--- config.mk ---
export PLATFORM = sky130hd
export DESIGN_NAME = fp_addsub_issuer
export DESIGN_NICKNAME = d
export VERILOG_FILES = /design/src/rtl/fp_addsub_issuer.sv
export SDC_FILE = /design/constraint.sdc
export NUM_CORES = 1
export LEC_CHECK = 0
export BUFFER_PORTS_ARGS = -buffer_cell sky130_fd_sc_hd__buf_4
export CORE_ASPECT_RATIO = 0.7
export CORE_MARGIN = 2
export CORE_UTILIZATION = 49
export DETAILED_ROUTE_END_ITERATION = 6
export GPL_TIMING_DRIVEN = 0
export PLACE_DENSITY = 0.91
export SYNTH_ARGS = -nofsm -noshare
export SYNTH_HDL_FRONTEND = slang
export SYNTH_SLANG_ARGS = --single-unit
--- constraint.sdc ---
create_clock -name clk -period 2.46 [get_ports clk]
set_input_delay 0.492 -clock clk [delete_from_list [all_inputs] [get_ports clk]]
set_output_delay 0.492 -clock clk [all_outputs]
set_load 0.1 [all_outputs]
--- src/rtl/fp_addsub_issuer.sv ---
// Initiator for the multi-cycle FP add/sub unit: accepts one request, pulses start,
// holds operands until done or timeout, then returns a response and accrues fflags.
module fp_addsub_issuer #(
  parameter int Size          = 32,
  parameter int TimeoutCycles = 64
) (
  input  logic            clk,
  input  logic            reset,
  input  logic            req_valid,
  output logic            req_ready,
  input  logic            req_sub,
  input  logic [2:0]      req_rm,
  input  logic [4:0]      req_rd,
  input  logic [Size-1:0] req_operand_a,
  input  logic [Size-1:0] req_operand_b,
  input  logic [2:0]      frm,
  output logic            start,
  output logic            sub,
  output logic [2:0]      rounding_mode,
  output logic [Size-1:0] operand_a,
  output logic [Size-1:0] operand_b,
  input  logic [Size-1:0] result,
  input  logic            overflow,
  input  logic            underflow,
  input  logic            inexact,
  input  logic            invalid,
  input  logic            done,
  output logic            resp_valid,
  input  logic            resp_ready,
  output logic [Size-1:0] resp_result,
  output logic [4:0]      resp_rd,
  output logic [4:0]      resp_flags,
  output logic            resp_illegal,
  output logic            resp_timeout,
  input  logic            fflags_clear,
  output logic [4:0]      fflags_accrued
);

  localparam int CntW = $clog2(TimeoutCycles + 1);
  localparam logic [CntW-1:0] CntMax = CntW'(TimeoutCycles);

  typedef enum logic [1:0] {IDLE, START, WAIT, RESP} state_t;

  state_t          state, state_next;
  logic [CntW-1:0] cnt;
  logic [CntW-1:0] cnt_inc;
  logic [2:0]      rm_resolved;
  logic            rm_illegal;
  logic            resp_hs;

  assign rm_resolved = (req_rm == 3'b111) ? frm : req_rm;
  assign rm_illegal  = (rm_resolved >= 3'd5);
  assign cnt_inc     = cnt + CntW'(1);
  assign resp_hs     = (state == RESP) && resp_ready;

  always_ff @(posedge clk) begin
    if (reset) state <= IDLE;
    else       state <= state_next;
  end

  always_comb begin
    state_next = state;
    req_ready  = 1'b0;
    start      = 1'b0;
    resp_valid = 1'b0;
    case (state)
      IDLE: begin
        req_ready = 1'b1;
        if (req_valid) state_next = rm_illegal ? RESP : START;
      end
      START: begin
        start      = 1'b1;
        state_next = WAIT;
      end
      WAIT: begin
        if (done || (cnt_inc == CntMax)) state_next = RESP;
      end
      RESP: begin
        resp_valid = 1'b1;
        if (resp_ready) state_next = IDLE;
      end
      default: state_next = IDLE;
    endcase
  end

  // Operand/op registers only reload on acceptance, so they stay held through WAIT and RESP.
  always_ff @(posedge clk) begin
    if (reset) begin
      sub           <= 1'b0;
      rounding_mode <= 3'b000;
      operand_a     <= '0;
      operand_b     <= '0;
      resp_result   <= '0;
      resp_rd       <= 5'd0;
      resp_flags    <= 5'd0;
      resp_illegal  <= 1'b0;
      resp_timeout  <= 1'b0;
      cnt           <= '0;
    end else begin
      case (state)
        IDLE: begin
          if (req_valid) begin
            sub           <= req_sub;
            rounding_mode <= rm_resolved;
            operand_a     <= req_operand_a;
            operand_b     <= req_operand_b;
            resp_rd       <= req_rd;
            resp_illegal  <= rm_illegal;
            resp_timeout  <= 1'b0;
            resp_result   <= '0;
            resp_flags    <= 5'd0;
          end
        end
        START: cnt <= '0;
        WAIT: begin
          if (done) begin
            resp_result <= result;
            resp_flags  <= {invalid, 1'b0, overflow, underflow, inexact};
          end else begin
            cnt <= cnt_inc;
            if (cnt_inc == CntMax) resp_timeout <= 1'b1;
          end
        end
        default: ;
      endcase
    end
  end

  // Clear takes priority, then the flags of a coincident handshake are ORed in.
  always_ff @(posedge clk) begin
    if (reset)             fflags_accrued <= 5'd0;
    else if (fflags_clear) fflags_accrued <= resp_hs ? resp_flags : 5'd0;
    else if (resp_hs)      fflags_accrued <= fflags_accrued | resp_flags;
  end

endmodule

; ---- Word-level counts from Yosys, hierarchy flattened
; Index checks and enable logic that the tools add are counted.
[totals]
inputBits = 118
word_cells = 61
reg_bits = 126
out_inout_bits = 120
[classes]
addsub = 1
reduce_logical = 11
muxes = 24
n_bitwise = 1
magnitude_cmp = 1
n_eq_ne = 11
[op_table]
columns = operator, count
row1 = 2-to-1 mux 32 bit, 2
row2 = case mux 32 bit (2 select lines), 1
row3 = 2-to-1 mux 5 bit, 5
row4 = case mux 7 bit (2 select lines), 1
row5 = "inequality test 2 bit, second input constant", 6
row6 = case mux 5 bit (2 select lines), 1
row7 = 2-to-1 mux 2 bit, 4
row8 = case mux 2 bit (4 select lines), 1
row9 = "adder 7 x 1 -> 7 bit, second input constant", 1
row10 = "equality test 7 bit, second input constant", 1
row11 = 2-to-1 mux 7 bit, 1
row12 = 2-to-1 mux 1 bit, 6
row13 = AND reduction 3 bit, 2
row14 = nonzero test 2 bit, 3
row15 = bitwise OR 5 bit, 1
row16 = "equality test 2 bit, second input constant", 2
row17 = AND reduction 2 bit, 2
row18 = AND reduction 4 bit, 1
row19 = "equality test 3 bit, second input constant", 1
row20 = ">= comparator 3 bit, second input constant", 1
row21 = 2-to-1 mux 3 bit, 1
row22 = "equality test 2 x 1 -> 1 bit, second input constant", 1
row23 = zero test 2 bit, 1
row24 = case mux 1 bit (2 select lines), 1
row25 = 2 further kinds, 2

; ---- Logic depth before layout (Yosys ltp)
; Gate-level depths: netlist of run 1.
[logic_depth]
depth_word = 6
mapped_depth = 9
mapped_depth_nobuf = 6

; ---- Least setup slack after synthesis of run 1
; No wires, ideal clock.
[synth_path]
kind = register to register
startpoint = register state[0]
endpoint = register resp_result[24]
t_required_ps = 2390
setup_time_ps = 70
t_arrival_ps = 2290
period_less_slack_ps = 2361
stages_incl_launch_ff = 9
slack_ps = 99
path_buffers = 2
path_cell_list = dfxtp_1 -> inv_1 -> ha_1 -> mux2i_2 -> or2_1 -> buf_4 -> buf_6 -> nand2_1 -> a21oi_1
[synth_via]
elab_chain_len = 3
elab_cells_between_ends = 7
cone_classes = eq/ne: 3 / mux: 1 / reduce/logical: 3
[synth_lines]
columns = item, line
row1 = "start, declared", 44  ; state_t state, state_next;
row2 = "start signal, assigned", 58  ; else state <= state_next;
row3 = equality test 2 bit / zero test 2 bit (equally long branches), 100  ; case (state)
row4 = inequality test 2 bit (no line) / nonzero test 2 bit (equally long branches), -
row5 = AND reduction 3 bit (no line), -
row6 = "end signal, assigned", 117  ; resp_result <= result;
row7 = "end, declared", 30  ; output logic [Size-1:0] resp_result,
; Several ways; a longest one is shown, not always the timed one.
; A chain may end at the register's enable or synchronous reset.

; ---- Worst setup path in the final report of run 1
[layout_path]
startpoint = register state[0]
endpoint = output port req_ready
[layout_via]
elab_chain_len = 2
[layout_lines]
columns = item, line
row1 = zero test 2 bit, 66  ; case (state)
row2 = 2-to-1 mux 1 bit, 66
row3 = "end, declared", 10  ; output logic req_ready,
; Every way passes these cells.

==> results of run 1 <==
==> per-layer routing <==
layer | up-vias | GRT usage, % | wire [µm]
met5 | - | 0 | 0
met3 | 29 | 6.18 | 1180
met2 | 220 | 49.2 | 7420
li1 | 2492 | - | -
met4 | 0 | 12.7 | 362
met1 | 2394 | 32.9 | 5920
==> synth_stat cells (5+ instances only) <==
cell | number | area, µm²
nand2_1 | 183 | 687
dfxtp_1 | 124 | 2480
a21oi_1 | 118 | 591
nand3_1 | 37 | 185
clkbuf_1 | 21 | 78.8
nor2_1 | 15 | 56.3
buf_2 | 10 | 50.1
inv_1 | 8 | 30.0
buf_6 | 6 | 67.6
ha_1 | 5 | 62.6
nor3b_1 | 5 | 37.5
o21ai_0 | 5 | 25.0
==> cells by family (layout without fill, tap and decap cells) <==
kind of cell	count (synthesis)	count (layout)	share of synthesized area (%)
buffers and inverters	55	320	5.86
AO/OA/AOI/OAI	141	141	16.2
XOR/XNOR	4	4	0.732
adder cells (fa/ha/maj)	5	5	1.31
flip-flops	124	124	51.9
multiplexers	2	2	0.523
other	1	2	0.0784
AND/OR/NAND/NOR	262	262	23.4
==> tightest hold or removal path: stages <==
cell     delay (ns)
buf_4          0.11
nand2_1        0.05
a21oi_1        0.05
==> worst paths after layout <==
kind	start	to	slack (ns)	cells past startpoint
worst max-delay path	state[0]	req_ready	0.40	3
worst min-delay path	req_operand_a[2]	operand_a[2]	0.34	3
worst max register to register	state[0]	operand_a[31]	0.46	7
worst min register to register	resp_result[8]	resp_result[8]	0.45	2
==> registers in the layout, indices dropped and copies added, names as in the netlist, 2 cells and up <==
register / count
cnt: 7
fflags_accrued: 4
operand_a: 32
operand_b: 32
resp_flags: 4
resp_rd: 5
resp_result: 32
rounding_mode: 3
state: 2
==> metrics by stage <==
stage          setup slack (ns)  instance area, µm²  utilization (%)
2_1_floorplan            0.0992                4790                -
3_3_place_gp              0.433                6710             69.8
3_5_place_dp              0.349                6710             69.8
4_1_cts                   0.411                7250             75.5
5_1_grt                   0.225                7250             75.5
6_report                  0.405                7250             75.5
==> layout make-up <==
class / count / share of cell area, %
timing repair buffer: 234 / 24.2
multi-input combinational: 416 / 28.0
buffer: 46 / 3.40
sequential: 124 / 34.2
clock buffer: 23 / 6.59
tap: 128 / 2.21
clock inverter: 8 / 0.932
inverter: 9 / 0.466
==> power by group through the flow <==
stage               logic [µW]  clock network (µW)  registers, µW
floorplan                 1320                   0           4460
global placement          4170                   0           2490
detailed placement        4240                   0           2510
CTS                       4260                2320           2480
global route              4490                2410           2510
finish                    4260                2310           2480
==> reports/metrics.csv, run 1 <==
metric,value,unit
outcome,"complete, no violations",
Flop pwr share,27.4,%
first-iteration detailed-routing DRC count,246,
antenna violation net count after detailed routing,0,
drt pass-1 iters,4,
clock transition at the registers of the reported paths,0.05,ns
Post-CTS Hold Buffers,0,
Synth Warn #,0,
Rel. slew slack,55.0,%
Area Overhead vs Synth,51.5,%
placed cell count,957,
Max Fanout on Critical Path,8,
"Top FF cell, synth",dfxtp_1,
CP Cell Sequence,inv_1 -> ha_1 -> buf_4,
CTS max path bufs,2,
Synth Register Bits,124,
std cell rows,30,
Fill cells,711,
CTS Sinks,124,
Total Power,9040,µW
area occupied by multi-input gates,2030,µm²
Crit. End Element,output pin,
Clock power frac,25.5,%
most frequent cells in the layout,"buf_4 (238), nand2_1 (183), dfxtp_1 (124)",
IO Count,238,
All-Layer GR Usage,28.0,%
setup TNS,0,ns
"Req. time, crit path",1.97,ns
FF+latch area,2480,µm²
gpl congestion,0.842,
IO Port Bufs,234,
critical path class,register to output pin,
CTS tree,done,
Final Non-Filler Cells,988,
period utilization,83.5,%
internal power,4720,µW
worst vdd rail ir drop,0.000674,V
synthesized area,4790,µm²
"commonest non-fill, non-tap cell in the layout",buf_4,
Netlist cell types,44,
Worst Path Buf+Inv,2,
core area,9610,µm²
# nets final,971,
max-slew violations,0,
RSZ-0062 raised after global routing,false,
Vias/cell,5.20,
"Seq/Total Area, Yosys",51.9,%
DP HPWL,11300,µm
CP Launch Type,register,
Residual DRC,0,
Lkg Pwr,0.00317,µW
vias in the first global route,5006,
Post-synth EDFFs,0,
drt wl/cell,15.1,µm
die span in x,122,µm
# setup viols final,0,
initial antenna violation count,0,
Root Buffer,clkbuf_16,
Worst-Skew Late Latency,0.40,ns
Initial Utilization,49.8,%
Final min period,2.06,ns
power density over the cells,1250,nW/µm²
Mean Syn Cell Area,8.06,µm²
fmax,487,MHz
sw power,4330,µW
Die Height,86.7,µm
Comb power frac,47.1,%
Hold WS,0.341,ns
layout cells sized above 1,33.8,%
Cells after Synth,594,
Worst-Margin Slew,0.675,ns
switch share,47.8,%
Top Family by Delay on Critical Path,buffers and inverters,
CTS resizes,0,
setup bufs post-CTS,0,
"Largest stage delay, worst path",0.37,ns
worst hold path class,input port to register,
pin count of the biggest net entering global routing,17,
Slowest cell on crit path,buf_4,
Overflow after GRT,0,
"FFs w/ async S/R, synth",0,%
endpoints failing hold,0,
H-tree Lvls,4,
global-route wire length before repair,23300,µm
Critical Path AT,1.56,ns
die area,10600,µm²
CTS buffer count,17,
Setup Skew,0.0109,ns
Ant. Diodes,0,
via count,5135,
WL final,14900,µm
max cap viols,0,
Power figures use the tool's default switching activity.
==> run 2, diff against run 1 <==
--- a/config.mk
+++ b/config.mk
@@ -5,13 +5,14 @@
 export SDC_FILE = /design/constraint.sdc
 export NUM_CORES = 1
 export LEC_CHECK = 0
+export ABC_AREA = 1
 export BUFFER_PORTS_ARGS = -buffer_cell sky130_fd_sc_hd__buf_4
 export CORE_ASPECT_RATIO = 0.7
 export CORE_MARGIN = 2
-export CORE_UTILIZATION = 49
+export CORE_UTILIZATION = 41
 export DETAILED_ROUTE_END_ITERATION = 6
 export GPL_TIMING_DRIVEN = 0
-export PLACE_DENSITY = 0.91
+export PLACE_DENSITY = 0.82
 export SYNTH_ARGS = -nofsm -noshare
 export SYNTH_HDL_FRONTEND = slang
 export SYNTH_SLANG_ARGS = --single-unit
==> constraint.sdc (replaced) <==
create_clock -name clk -period 1.8 [get_ports clk]
set_input_delay 0.36 -clock clk [delete_from_list [all_inputs] [get_ports clk]]
set_output_delay 0.36 -clock clk [all_outputs]
set_load 0.1 [all_outputs]
==> run 2 against run 1 <==
- die area up 16%
- global-route usage down 6.0 points
- core utilization down 9.7 points
- largest power group unchanged
- sequential power up 50%
- via count down 5.9%
- area after synthesis down 2.7%
- highest routed layer unchanged
- clock skew down 0.0028 ns
- sequential share of layout area about the same
- final area up 0.24%
- clock power up 48%
==> reports/metrics.csv, run 2 <==
metric,value,unit
max cap viols,0,
Post-CTS Hold Buffers,0,
Vias/cell,4.70,
"FFs w/ async S/R, synth",0,%
worst hold path class,input port to register,
Crit. End Element,output pin,
CTS tree,done,
clock transition at the registers of the reported paths,0.06,ns
CTS Sinks,124,
IO Port Bufs,234,
Post-synth EDFFs,0,
synthesized area,4660,µm²
# nets final,984,
Setup Skew,0.00816,ns
Slowest cell on crit path,dfxtp_2,
critical path class,register to output pin,
Netlist cell types,26,
initial antenna violation count,0,
reg2reg path depth,8,
endpoints failing hold,0,
"Largest stage delay, worst path",0.34,ns
drt wl/cell,13.1,µm
CP Cell Sequence,inv_1 -> ha_2 -> buf_6,
Mean Syn Cell Area,7.72,µm²
pin count of the biggest net entering global routing,17,
Initial Utilization,42.1,%
max-slew violations,0,
global-route wire length before repair,21800,µm
core area,11100,µm²
Area Overhead vs Synth,56.1,%
die span in x,131,µm
worst vdd rail ir drop,0.00120,V
RR Endpoint,resp_result[10],
Finished Cell Area,7270,µm²
Worst-Skew Late Latency,0.40,ns
top post-synthesis cells by count,"nor2_1 (150), dfxtp_1 (124), o21ai_0 (83), nand2_1 (74), a21oi_1 (53)",
placed inst area,6610,µm²
cell accounting for the most synthesized area,dfxtp_1,
antenna violation net count after detailed routing,0,
Overflow after GRT,0,
Residual DRC,0,
Synth Warn #,0,
Max Fanout on Critical Path,7,
critical path startpoint,state[0],
gpl congestion,0.827,
"Seq/Total Area, Yosys",53.3,%
All-Layer GR Usage,22.0,%
Worst Path Buf+Inv,2,
Critical Path AT,1.36,ns
via count,4831,
Root Buffer,clkbuf_16,
std cell rows,32,
Setup WS pre-CTS,-0.0623,ns
period utilization,95.3,%
Largest regs,"operand_a (32), operand_b (32), resp_result (32)",
"commonest non-fill, non-tap cell in the layout",buf_4,
Final min period,1.72,ns
power density over the cells,2110,nW/µm²
outcome,"complete, no violations",
vias in the first global route,4586,
CTS buffer count,17,
min setup slack post-route,0.0839,ns
Lkg Pwr,0.00331,µW
"Req. time, crit path",1.44,ns
# setup viols final,0,
most frequent cells in the layout,"buf_4 (244), nor2_1 (150), dfxtp_1 (122)",
Top Family by Delay on Critical Path,flip-flops,
WL final,13500,µm
"Top FF cell, synth",dfxtp_1,
die area,12200,µm²
first-iteration detailed-routing DRC count,265,
IO Count,238,
synth top area cells,"dfxtp_1 (53%), nor2_1 (12%), o21ai_0 (8.9%), nand2_1 (6.0%), a21oi_1 (5.7%)",
layout cells sized above 1,34.7,%
drt pass-1 iters,6,
Die Height,93.2,µm
H-tree Lvls,4,
CP Launch Type,register,
Worst Hold Path Cells,3,
"count leader, synth",nor2_1,
DP HPWL,10100,µm
R2R setup slack,0.14,ns
Hold Startpoint,req_operand_b[6],
Ant. Diodes,0,
Hold Path Sink,operand_b[6],
CTS max path bufs,2,
Synth Register Bits,124,
Total Power,15300,µW
top-area cell type share of the netlist area,53.3,%
Cells after Synth,603,
fmax,583,MHz
reg-to-reg critical path startpoint,state[0],
==> run 2: metrics by stage <==
| stage | TNS [ns] | std cells | hold slack [ns] | utilization [%] |
|---|---|---|---|---|
| finish | 0 | 1027 | 0.209 | 65.8 |
| global route | -0.0329 | 1027 | 0.207 | 65.8 |
| global placement | -0.854 | 991 | 0.452 | 59.8 |
| floorplan | -2.66 | 604 | 0.455 | - |
| CTS | 0 | 1025 | 0.194 | 65.4 |
| detailed placement | -1.35 | 991 | 0.454 | 59.8 |
==> run 2: worst min-delay path, stage by stage <==
cell	delay, ns
buf_4	0.07
o21ai_0	0.07
nor2_1	0.08
==> run 2: worst max-delay path by stage <==
stage,to,slack [ns],cells after the start
CTS,req_ready,0.01,3
global route,resp_result[12],-0.01,9
detailed placement,resp_result[17],-0.06,9
finish,req_ready,0.08,3
floorplan,resp_result[10],-0.05,8
global placement,resp_result[15],-0.03,9
==> run 2: cell families (layout without fill, tap and decap cells) <==
kind of cell | Yosys count | count (layout) | synth area share [%]
AO/OA/AOI/OAI | 140 | 140 | 15.2
AND/OR/NAND/NOR | 274 | 274 | 24.0
flip-flops | 124 | 124 | 53.3
adder cells (fa/ha/maj) | 5 | 5 | 1.34
buffers and inverters | 59 | 329 | 5.99
other | 1 | 2 | 0.0805
==> run 2: final cells by class <==
| cell class | instances | area (µm²) |
|---|---|---|
| fillers | 949 | 3780 |
| flip-flops and latches | 124 | 2480 |
| multi-input cells | 421 | 1910 |
| repair buffers | 239 | 1800 |
| clock buffers | 18 | 429 |
| plain buffers | 39 | 211 |
| well taps | 153 | 191 |
| clock inverters | 14 | 170 |
| inverters | 19 | 76.3 |
==> run 2: report_power, final <==
part           internal (µW)  total, µW  leakage (µW)  switching [µW]
Clock                   2180       3430      0.000283            1250
Combinational           1780       8170       0.00201            6390
Sequential              3380       3710       0.00102             334
Total                   7340      15300       0.00331            7970
==> run 2: routing by layer <==
metal / wire length (µm) / up-vias / track usage [%]
met1: 6130 / 2193 / 28.1
met3: 1150 / 12 / 8.46
met5: 0 / - / 0
li1: - / 2482 / -
met2: 6040 / 144 / 35.0
met4: 138 / 0 / 6.07
==> run 2: repair_timing <==
action / CTS / global route
endpoints found under the setup margin: 30 / 87
gates cloned: 0 / 0
resized for setup: 1 / 11
buffers inserted: 2 / 3
pin swaps: 1 / 1
==> run 3, diff against run 2 <==
--- a/config.mk
+++ b/config.mk
@@ -9,10 +9,11 @@
 export BUFFER_PORTS_ARGS = -buffer_cell sky130_fd_sc_hd__buf_4
 export CORE_ASPECT_RATIO = 0.7
 export CORE_MARGIN = 2
-export CORE_UTILIZATION = 41
+export CORE_UTILIZATION = 42
+export CTS_BUF_LIST = sky130_fd_sc_hd__clkbuf_8
 export DETAILED_ROUTE_END_ITERATION = 6
 export GPL_TIMING_DRIVEN = 0
-export PLACE_DENSITY = 0.82
+export PLACE_DENSITY = 0.84
 export SYNTH_ARGS = -nofsm -noshare
 export SYNTH_HDL_FRONTEND = slang
 export SYNTH_SLANG_ARGS = --single-unit
==> run 3 against run 2 <==
- wire length up 1.5%
- combinational power hardly changed
- count of clock-buffer cells in the layout up 1
- core utilization down 0.42 points
- final area shrank 2.1%
- global-route usage rose by 0.83 points
- maximum frequency up 1.7%
- sequential cell count is the same
- critical path type unchanged
- critical endpoint is now start
==> reports/metrics.csv, run 3 (synthesized netlist as in run 2, its figures left out) <==
metric,value,unit
Critical Path AT,1.33,ns
R2R setup slack,0.13,ns
vias in the first global route,4573,
global-route wire length before repair,21700,µm
period utilization,93.7,%
internal power,6750,µW
endpoints failing hold,0,
max cap viols,0,
core area,10900,µm²
IO Port Bufs,234,
Largest regs,"operand_a (32), operand_b (32), resp_result (32)",
Hold WS,0.200,ns
critical path startpoint,state[1],
All-Layer GR Usage,22.8,%
die area,12000,µm²
CP Cell Sequence,inv_1 -> ha_1 -> buf_4,
Fill cells,1003,
worst hold path class,input port to register,
CP Launch Type,register,
max-slew violations,0,
drt wl/cell,13.3,µm
most frequent cells in the layout,"buf_4 (245), nor2_1 (150), dfxtp_1 (122)",
Vias/cell,4.72,
Lkg Pwr,0.00325,µW
Ant. Diodes,0,
switch share,53.5,%
reg2reg path depth,9,
std cell rows,32,
Overflow after GRT,0,
layout cells sized above 1,34.7,%
CP Depth,3,
Initial Utilization,42.8,%
CTS buffer count,17,
"commonest non-fill, non-tap cell in the layout",buf_4,
Comb power frac,56.3,%
placed inst area,6610,µm²
gpl congestion,0.843,
Slowest cell on crit path,dfxtp_2,
Flop pwr share,25.6,%
pin count of the biggest net entering global routing,17,
"Req. time, crit path",1.44,ns
RR Endpoint,resp_result[11],
Worst Path Buf+Inv,2,
# setup viols final,0,
clock transition at the registers of the reported paths,0.07,ns
drt pass-1 iters,4,
setup TNS,0,ns
Finished Cell Area,7120,µm²
area occupied by multi-input gates,1920,µm²
Max Fanout on Critical Path,4,
CTS max path bufs,2,
Setup Skew,0.0118,ns
Worst Setup EP,start,
IO Count,238,
Root Buffer,clkbuf_8,
outcome,"complete, no violations",
worst vdd rail ir drop,0.00115,V
CTS tree,done,
DP HPWL,10300,µm
critical path class,register to output pin,
# nets final,985,
final core occ,65.4,%
Total Power,14500,µW
Residual DRC,0,
Worst-Skew Late Latency,0.41,ns
CTS Sinks,124,
sw power,7780,µW
Final min period,1.69,ns
WL final,13700,µm
FF+latch area,2480,µm²
via count,4848,
antenna violation net count after detailed routing,0,
Area Overhead vs Synth,52.9,%
die span in x,130,µm
reg-to-reg critical path startpoint,state[1],
Hold Startpoint,req_operand_a[17],
first-iteration detailed-routing DRC count,251,
power density over the cells,2040,nW/µm²
fmax,593,MHz
Crit. End Element,output pin,
initial antenna violation count,0,
"Largest stage delay, worst path",0.34,ns
Clock power frac,18.1,%
Top Family by Delay on Critical Path,buffers and inverters,
Die Height,92.1,µm
H-tree Lvls,4,
[run 3: worst reg2reg max path: stages (launching register included)]
cell,delay [ns]
dfxtp_2,0.36
inv_1,0.09
ha_4,0.20
nand2_1,0.10
o21ai_2,0.09
nor2_4,0.25
clkinv_4,0.15
buf_6,0.17
nand2_1,0.06
a21oi_1,0.07
[run 3: routing by layer]
| metal | GRT usage (%) | wire length [µm] | vias up |
|---|---|---|---|
| met5 | 0 | 0 | - |
| met4 | 6.18 | 148 | 0 |
| met3 | 8.34 | 1050 | 10 |
| met2 | 37.3 | 6430 | 157 |
| met1 | 28.4 | 6040 | 2201 |
| li1 | - | - | 2480 |
[run 3: through the flow]
step / setup slack [ns] / std cells
after global routing: -0.00339 / 1027
final: 0.113 / 1027
after global placement: 0.0134 / 991
after detailed placement: -0.0108 / 991
after floorplan: -0.0516 / 604
after CTS: 0.0159 / 1022
[run 3: worst min path at each step]
stage / end / slack, ns / depth (start not counted)
global placement: resp_timeout / 0.44 / 2
CTS: operand_a[26] / 0.17 / 3
floorplan: cnt[6] / 0.46 / 2
finish: operand_a[17] / 0.20 / 3
detailed placement: resp_timeout / 0.45 / 2
global route: operand_b[30] / 0.18 / 3
[run 3: repair_timing]
| action | 4_1_cts | 5_1_grt |
|---|---|---|
| resized for setup | 3 | 10 |
| pin swaps | 0 | 1 |
| setup endpoints to repair | 14 | 64 |
| buffers inserted | 0 | 5 |
| hold buffers | 0 | 0 |
[run 3: area by class of cell]
class / instances / share of cell area [%]
buffer: 40 / 3.04
clock buffer: 19 / 3.67
clock inverter: 12 / 2.41
inverter: 19 / 1.07
multi-input combinational: 421 / 26.9
sequential: 124 / 34.9
tap: 153 / 2.69
timing repair buffer: 239 / 25.3
[run 3: power by group through the flow]
| stage | Combinational (µW) | Sequential [µW] | Clock (µW) |
|---|---|---|---|
| 2_1_floorplan | 1940 | 8060 | 0 |
| 3_3_place_gp | 7940 | 3730 | 0 |
| 3_5_place_dp | 7980 | 3770 | 0 |
| 4_1_cts | 8020 | 3720 | 2710 |
| 5_1_grt | 8590 | 3790 | 2840 |
| 6_report | 8180 | 3720 | 2630 |
